[src/rtl/xif_result_stage.sv]
// rtl/xif_result_stage.sv - in-order FPU result buffer gated by per-id commit/kill status
module xif_result_stage #(
  parameter int X_ID_WIDTH  = 4,
  parameter int X_RFW_WIDTH = 32,
  parameter int DEPTH       = 4
) (
  input  logic                   clk,
  input  logic                   rst,
  input  logic                   in_valid,
  output logic                   in_ready,
  input  logic [X_ID_WIDTH-1:0]  in_id,
  input  logic [X_RFW_WIDTH-1:0] in_data,
  input  logic [4:0]             in_rd,
  input  logic                   in_we,
  input  logic                   in_exc,
  input  logic [5:0]             in_exccode,
  input  logic                   commit_valid,
  input  logic [X_ID_WIDTH-1:0]  commit_id,
  input  logic                   commit_kill,
  output logic                   result_valid,
  input  logic                   result_ready,
  output logic [X_ID_WIDTH-1:0]  result_id,
  output logic [X_RFW_WIDTH-1:0] result_data,
  output logic [4:0]             result_rd,
  output logic                   result_we,
  output logic                   result_exc,
  output logic [5:0]             result_exccode,
  output logic [5:0]             result_ecsdata,
  output logic [2:0]             result_ecswe,
  output logic                   result_err,
  output logic                   result_dbg
);

  localparam int AW  = (DEPTH > 1) ? $clog2(DEPTH) : 1;
  localparam int NID = 1 << X_ID_WIDTH;
  localparam int EW  = X_ID_WIDTH + X_RFW_WIDTH + 13;
  localparam logic [AW:0] FULL = (AW + 1)'(DEPTH);

  logic [EW-1:0]         mem [DEPTH];
  logic [AW-1:0]         wptr;
  logic [AW-1:0]         rptr;
  logic [AW:0]           count;
  logic [NID-1:0]        committed;
  logic [NID-1:0]        killed;
  logic [EW-1:0]         head;
  logic [X_ID_WIDTH-1:0] head_id;
  logic                  head_ok;
  logic                  send;
  logic                  drop;
  logic                  push;
  logic                  pop;

  assign head    = mem[rptr];
  assign head_id = head[EW-1 -: X_ID_WIDTH];

  // Head decode uses only registered state, so result_* never sees in_*/commit_* combinationally.
  assign head_ok = (count != '0) && committed[head_id];
  assign send    = head_ok && !killed[head_id];
  assign drop    = head_ok && killed[head_id];

  assign in_ready = (count != FULL);
  assign push     = in_valid && in_ready;
  assign pop      = drop || (send && result_ready);

  assign result_valid = send;
  assign {result_id, result_data, result_rd, result_we, result_exc, result_exccode} =
      send ? head : '0;

  assign result_ecsdata = '0;
  assign result_ecswe   = '0;
  assign result_err     = 1'b0;
  assign result_dbg     = 1'b0;

  always_ff @(posedge clk) begin
    if (push) begin
      mem[wptr] <= {in_id, in_data, in_rd, in_we, in_exc, in_exccode};
    end
  end

  always_ff @(posedge clk or posedge rst) begin
    if (rst) begin
      wptr      <= '0;
      rptr      <= '0;
      count     <= '0;
      committed <= '0;
      killed    <= '0;
    end else begin
      if (push) begin
        wptr <= wptr + 1'b1;
      end
      if (pop) begin
        rptr <= rptr + 1'b1;
      end
      count <= count + (AW + 1)'(push) - (AW + 1)'(pop);
      // The later commit assignment wins when it targets the id being popped.
      if (pop) begin
        committed[head_id] <= 1'b0;
        killed[head_id]    <= 1'b0;
      end
      if (commit_valid) begin
        committed[commit_id] <= 1'b1;
        killed[commit_id]    <= commit_kill;
      end
    end
  end

endmodule

[config.mk]
export PLATFORM = sky130hd
export DESIGN_NAME = xif_result_stage
export DESIGN_NICKNAME = d
export VERILOG_FILES = /design/src/rtl/xif_result_stage.sv
export SDC_FILE = /design/constraint.sdc
export NUM_CORES = 1
export LEC_CHECK = 0
export ABC_AREA = 0
export ABC_CLOCK_PERIOD_IN_PS = 4090
export CAP_MARGIN = 0
export CORE_MARGIN = 8
export CORE_UTILIZATION = 59
export CTS_CLUSTER_DIAMETER = 40
export DETAILED_ROUTE_END_ITERATION = 12
export DONT_BUFFER_PORTS = 1
export PLACE_DENSITY = 0.75
export SYNTH_ARGS = -nofsm -noshare
export SYNTH_HDL_FRONTEND = slang
export SYNTH_SLANG_ARGS = --single-unit
[constraint.sdc]
create_clock -name clk -period 4.09 [get_ports clk]
set_input_delay 0.409 -clock clk [delete_from_list [all_inputs] [get_ports clk]]
set_output_delay 0.409 -clock clk [all_outputs]
set_load 0.05 [all_outputs]
# Word-level counts from Yosys, hierarchy flattened
# Memory sizes are Yosys's and may differ from the RTL's.
# Cells that the tools add are included.
# op_classes
n_addsub	4
n_lt_le_gt_ge	4
n_eq_ne	1
n_mux	16
bitwise	4
reduce_logical	10
# op_table
cell	n
16-bit 2-to-1 mux	4
49-bit 2-to-1 mux	1
16-bit bitwise AND	2
16-bit bitwise mux	1
16-bit inverter	1
16-bit bitwise OR	1
4-bit by 5-bit < comparator with 1-bit output, second input constant	2
1-bit binary-select mux with 4-bit select	2
1-bit demux with 4-bit select	2
4-bit by 1-bit >= comparator with 1-bit output, second input constant	2
1-bit logical AND	7
1-bit 2-to-1 mux	6
2-bit by 1-bit adder with 2-bit output, second input constant	2
3-bit by 1-bit adder with 3-bit output	1
3-bit inequality test, second input constant	1
3-bit nonzero test	1
3-bit by 1-bit subtractor with 3-bit output	1
1-bit logical NOT	1
1-bit logical OR	1
# word_totals
ff_bits	39
ram_bits	196
inputBits	59
out_inout_bits	62
word_cells	45
n_memories	1
# memory_table
memory	depth	width	rd	rd_ports_with_merged_regs	write_ports	line	text
mem	4	49	1	0	1	39	logic [EW-1:0] mem [DEPTH];

# Depth between registers and ports, before layout
# An unclocked memory read counts as a cell.
# logic_depth
word_depth	10
mapped_depth	16
depth_no_buf	13

# Worst setup path before layout
# Ideal clock, no wire load.
# synth_path
kind	register to output
startpoint	register rptr[0]
endpoint	output port result_data[0]
arrival_time_ps	3144
required_ps	3681
setup_slack_ps	537
path_stages_with_launch	11
path_buffers	3
cell_sequence	dfrtp_1 -> buf_6 -> mux4_2 -> mux2i_1 -> a311o_1 -> a211o_1 -> o41a_1 -> buf_2 -> or2_4 -> clkbuf_1 -> nor2b_1
# synth_between
elab_chain_len	6
elab_cells_between_ends	9
cone_classes	5 x mux; 3 x reduce/logical; 1 x memory
# synth_lines
element	line	text
from (decl)	41	logic [AW-1:0] rptr;
from (signal assigned)	92	rptr <= rptr + 1'b1;
memory 4 x 49 bit (*)	-	
1-bit binary-select mux with 4-bit select (on tied branches)	57, 58	
1-bit 2-to-1 mux (on tied branches)	57, 58	
1-bit logical AND / 1-bit logical NOT (equally long branches)	57, 58	
1-bit logical AND	58	assign send = head_ok && !killed[head_id];
49-bit 2-to-1 mux (*)	67	send ? head : '0;
to (decl)	23	output logic [X_RFW_WIDTH-1:0] result_data,
# Every way passes the cells marked *; elsewhere a longest branch is shown, timed or not. The select of a mux whose other input is x is not followed.

# Final worst setup path
# layout_path
startpoint	register rptr[0]
endpoint	output port result_data[15]
# The elaborated chain is that of the path after synthesis.

==> impl_results.md <==
* 1st-iter DRT viols at 390
* Worst EP arrival at 3.50 ns
* Port bufs at 0
* Initial Utilization at approximately 59%
* Via count at about 5500
* Fill count at approximately 1000
* Sequential fraction of the synthesis area at just over 70%
* CTS H-Tree Depth at 1
* Worst Path Required at approximately 3.7 ns
* # setup viols final at 0
* Syn. warnings at 0
* Final #Nets at ~770
* DRC viols at 0
* Fin. Hold Viols at 0
* Max Buffers Root-to-Sink at 3
* Slew Limit Fails at 0
* Ys async rst share at between 10% and 20%
* Placed insts at ~830
* Layout area overhead at 23.43%
* Max-Cap Viols at 0
* CP top delay family: compound AO/OA/AOI/OAI gates
* HP Class: primary input to flop
* Drt first pass iters at 5
* IO Pins at 121
* Yosys cell types at 39
* Seq cells post-synth at around 240
* Post-synth EDFFs at between 150 and 200
* Multi-input logic area at ~2600 µm²
* WL final at ~22 mm
* Post-layout min period at 3.910 ns
* Slowest CP cell: mux4_2
* Die ar. at about 21000 µm²
* Diodes inserted at 0
* CP endpoint kind: output pin
* Clk_lat worst skew at between 0.5 and 0.6 ns
* Most frequent cells in the layout: edfxtp_1 (196), mux4_2 (51), dlygate4sd3_1 (50), buf_4 (50), nand2_1 (49)
* Commonest non-fill, non-tap cell in the layout: edfxtp_1
* Share of layout cells above drive strength 1 at around a quarter
* Worst Skew at 0.02166 ns
* Outcome: completed
* Maximum clock rate at 0.2557 GHz
* Post-Synthesis Cells at between 500 and 600
* Vias in the first global route at around 5900
* First-pass GRT wire length at roughly 34 mm
* Predominant post-synthesis flop cell: edfxtp_1
* Storage element area at slightly below 7000 µm²
* Critical Path, Cell by Cell: mux4_2 > mux2i_1 > a311o_1 > a211o_1 > o41a_1 > or2_4 > nor2b_1 > buf_4
* GR Overflow Total at 0
* WL per Instance at around 23 µm
* Height of the chip at roughly 140 µm
* CTS tree: built
* Die width at between 100 and 150 µm
* Antenna violations before repair at 0
* Post-route design area at roughly 12000 µm²
* CTS Root Cell: clkbuf_16
* Mapped Area at approximately 9700 µm²
* Slowest cell delay on critical path at slightly below 0.6 ns
* Sink Count at about 240
* Worst setup SP type: flop
* WP buf/inv at 1
* Hold WS at around 0.094 ns
* Worst Max-Slew Pin Slew at 0.8494 ns
* Slew HR at 43.37%
* Final setup TNS at 0 ns
* Largest net degree at the start of global routing at 43
* Worst-path fanout max at 13
* RSZ-0062 raised after global routing: false
* Clk slew on worst S/H paths at ~0.050 ns
* Antenna-violating nets left at 0
* Worst setup path class: flop to output pin
* Fin crit share at around 96%
* Core area at 16350 µm²
* Post-route insts no fill at ~940
* Post-placement cell area at 10350 µm²
* Gr usage total at ~22%
* Gpl congestion at 0.8800
* DP HPWL at between 10 and 15 mm
* Total CTS buffers at 30
* Synth Area per Inst at 16.77 µm²
* Cell Rows at 47
* Via density at between 5 and 6
-- path summary, 6_finish.rpt --
kind                              startpoint              end  slack, ns  cells past startpoint
worst max-delay path                 rptr[0]  result_data[15]       0.18                      8
worst min-delay path            commit_id[1]        killed[3]       0.09                      2
worst max register to register       rptr[0]         count[2]       0.46                     13
worst min register to register    killed[13]       killed[13]       0.52                      2
max in group asynchronous                rst          rptr[0]       2.84                      3
min in group asynchronous                rst    committed[15]       0.43                      2
-- synthesized netlist by cell type, drive strengths merged (16+ instances only) --
master	count	area, µm²
nor2b	50	337.8
clkbuf	16	60.06
buf	20	152.6
edfxtp	196	5886
mux2i	17	170.2
nor2	17	63.81
o21ai	19	95.09
inv	27	101.4
nand2	49	183.9
o22ai	18	112.6
mux4	49	1104
dfrtp	39	975.9
nor3	17	85.08
-- area by class of cell --
cell class	instances	share of cell area [%]
Clock buffer	39	6.736
Clock inverter	17	1.517
Inverter	27	0.8787
Multi-Input combinational cell	295	22.14
Sequential cell	235	57.43
Tap cell	220	2.301
Timing Repair Buffer	110	8.996
-- routing by layer --
layer	part of all wire [%]	up-vias	track usage (%)
met3	6.6	51	5.018
met4	2.6	0	7.338
li1	-	2428	-
met5	0	-	0
met1	38	2853	26.02
met2	53	208	38.36
-- registers in the layout (all words and copies together), names as in the netlist --
name / flops
mem: 196
rptr: 2
wptr: 2
killed: 16
count: 3
committed: 16
-- cell families (layout without fill, tap and decap cells) --
group | after synthesis | in the layout | synth area share (%)
and+or+nand+nor | 151 | 154 | 8.096
buffers and inverters | 63 | 193 | 3.241
adders and majority gates | 7 | 7 | 0.9813
other | 1 | 11 | 0.03870
AOI/OAI and AO/OA | 49 | 49 | 3.125
DFF | 235 | 235 | 70.81
xor gates and xnor gates | 5 | 5 | 0.4520
muxes | 67 | 69 | 13.26
-- timing repair --
item	in CTS	in global routing
endpoints found under the setup margin	49	12
buffers inserted	2	1
cloned	4	1
endpoints found under the hold margin	214	0
pin swaps	2	0
hold buffers	50	0
gates resized for setup	6	6
-- through the flow --
stage          util (%)  worst slack (ns)
2_1_floorplan         -            0.5366
3_3_place_gp      63.33            0.4211
3_5_place_dp      63.33            0.3454
4_1_cts           72.92           0.02796
5_1_grt           73.17           0.03742
6_report          73.17            0.1798
Power is left out: the tool's default activity adds up to more than one toggle a clock period on the data nets, which glitch-free logic cannot reach.
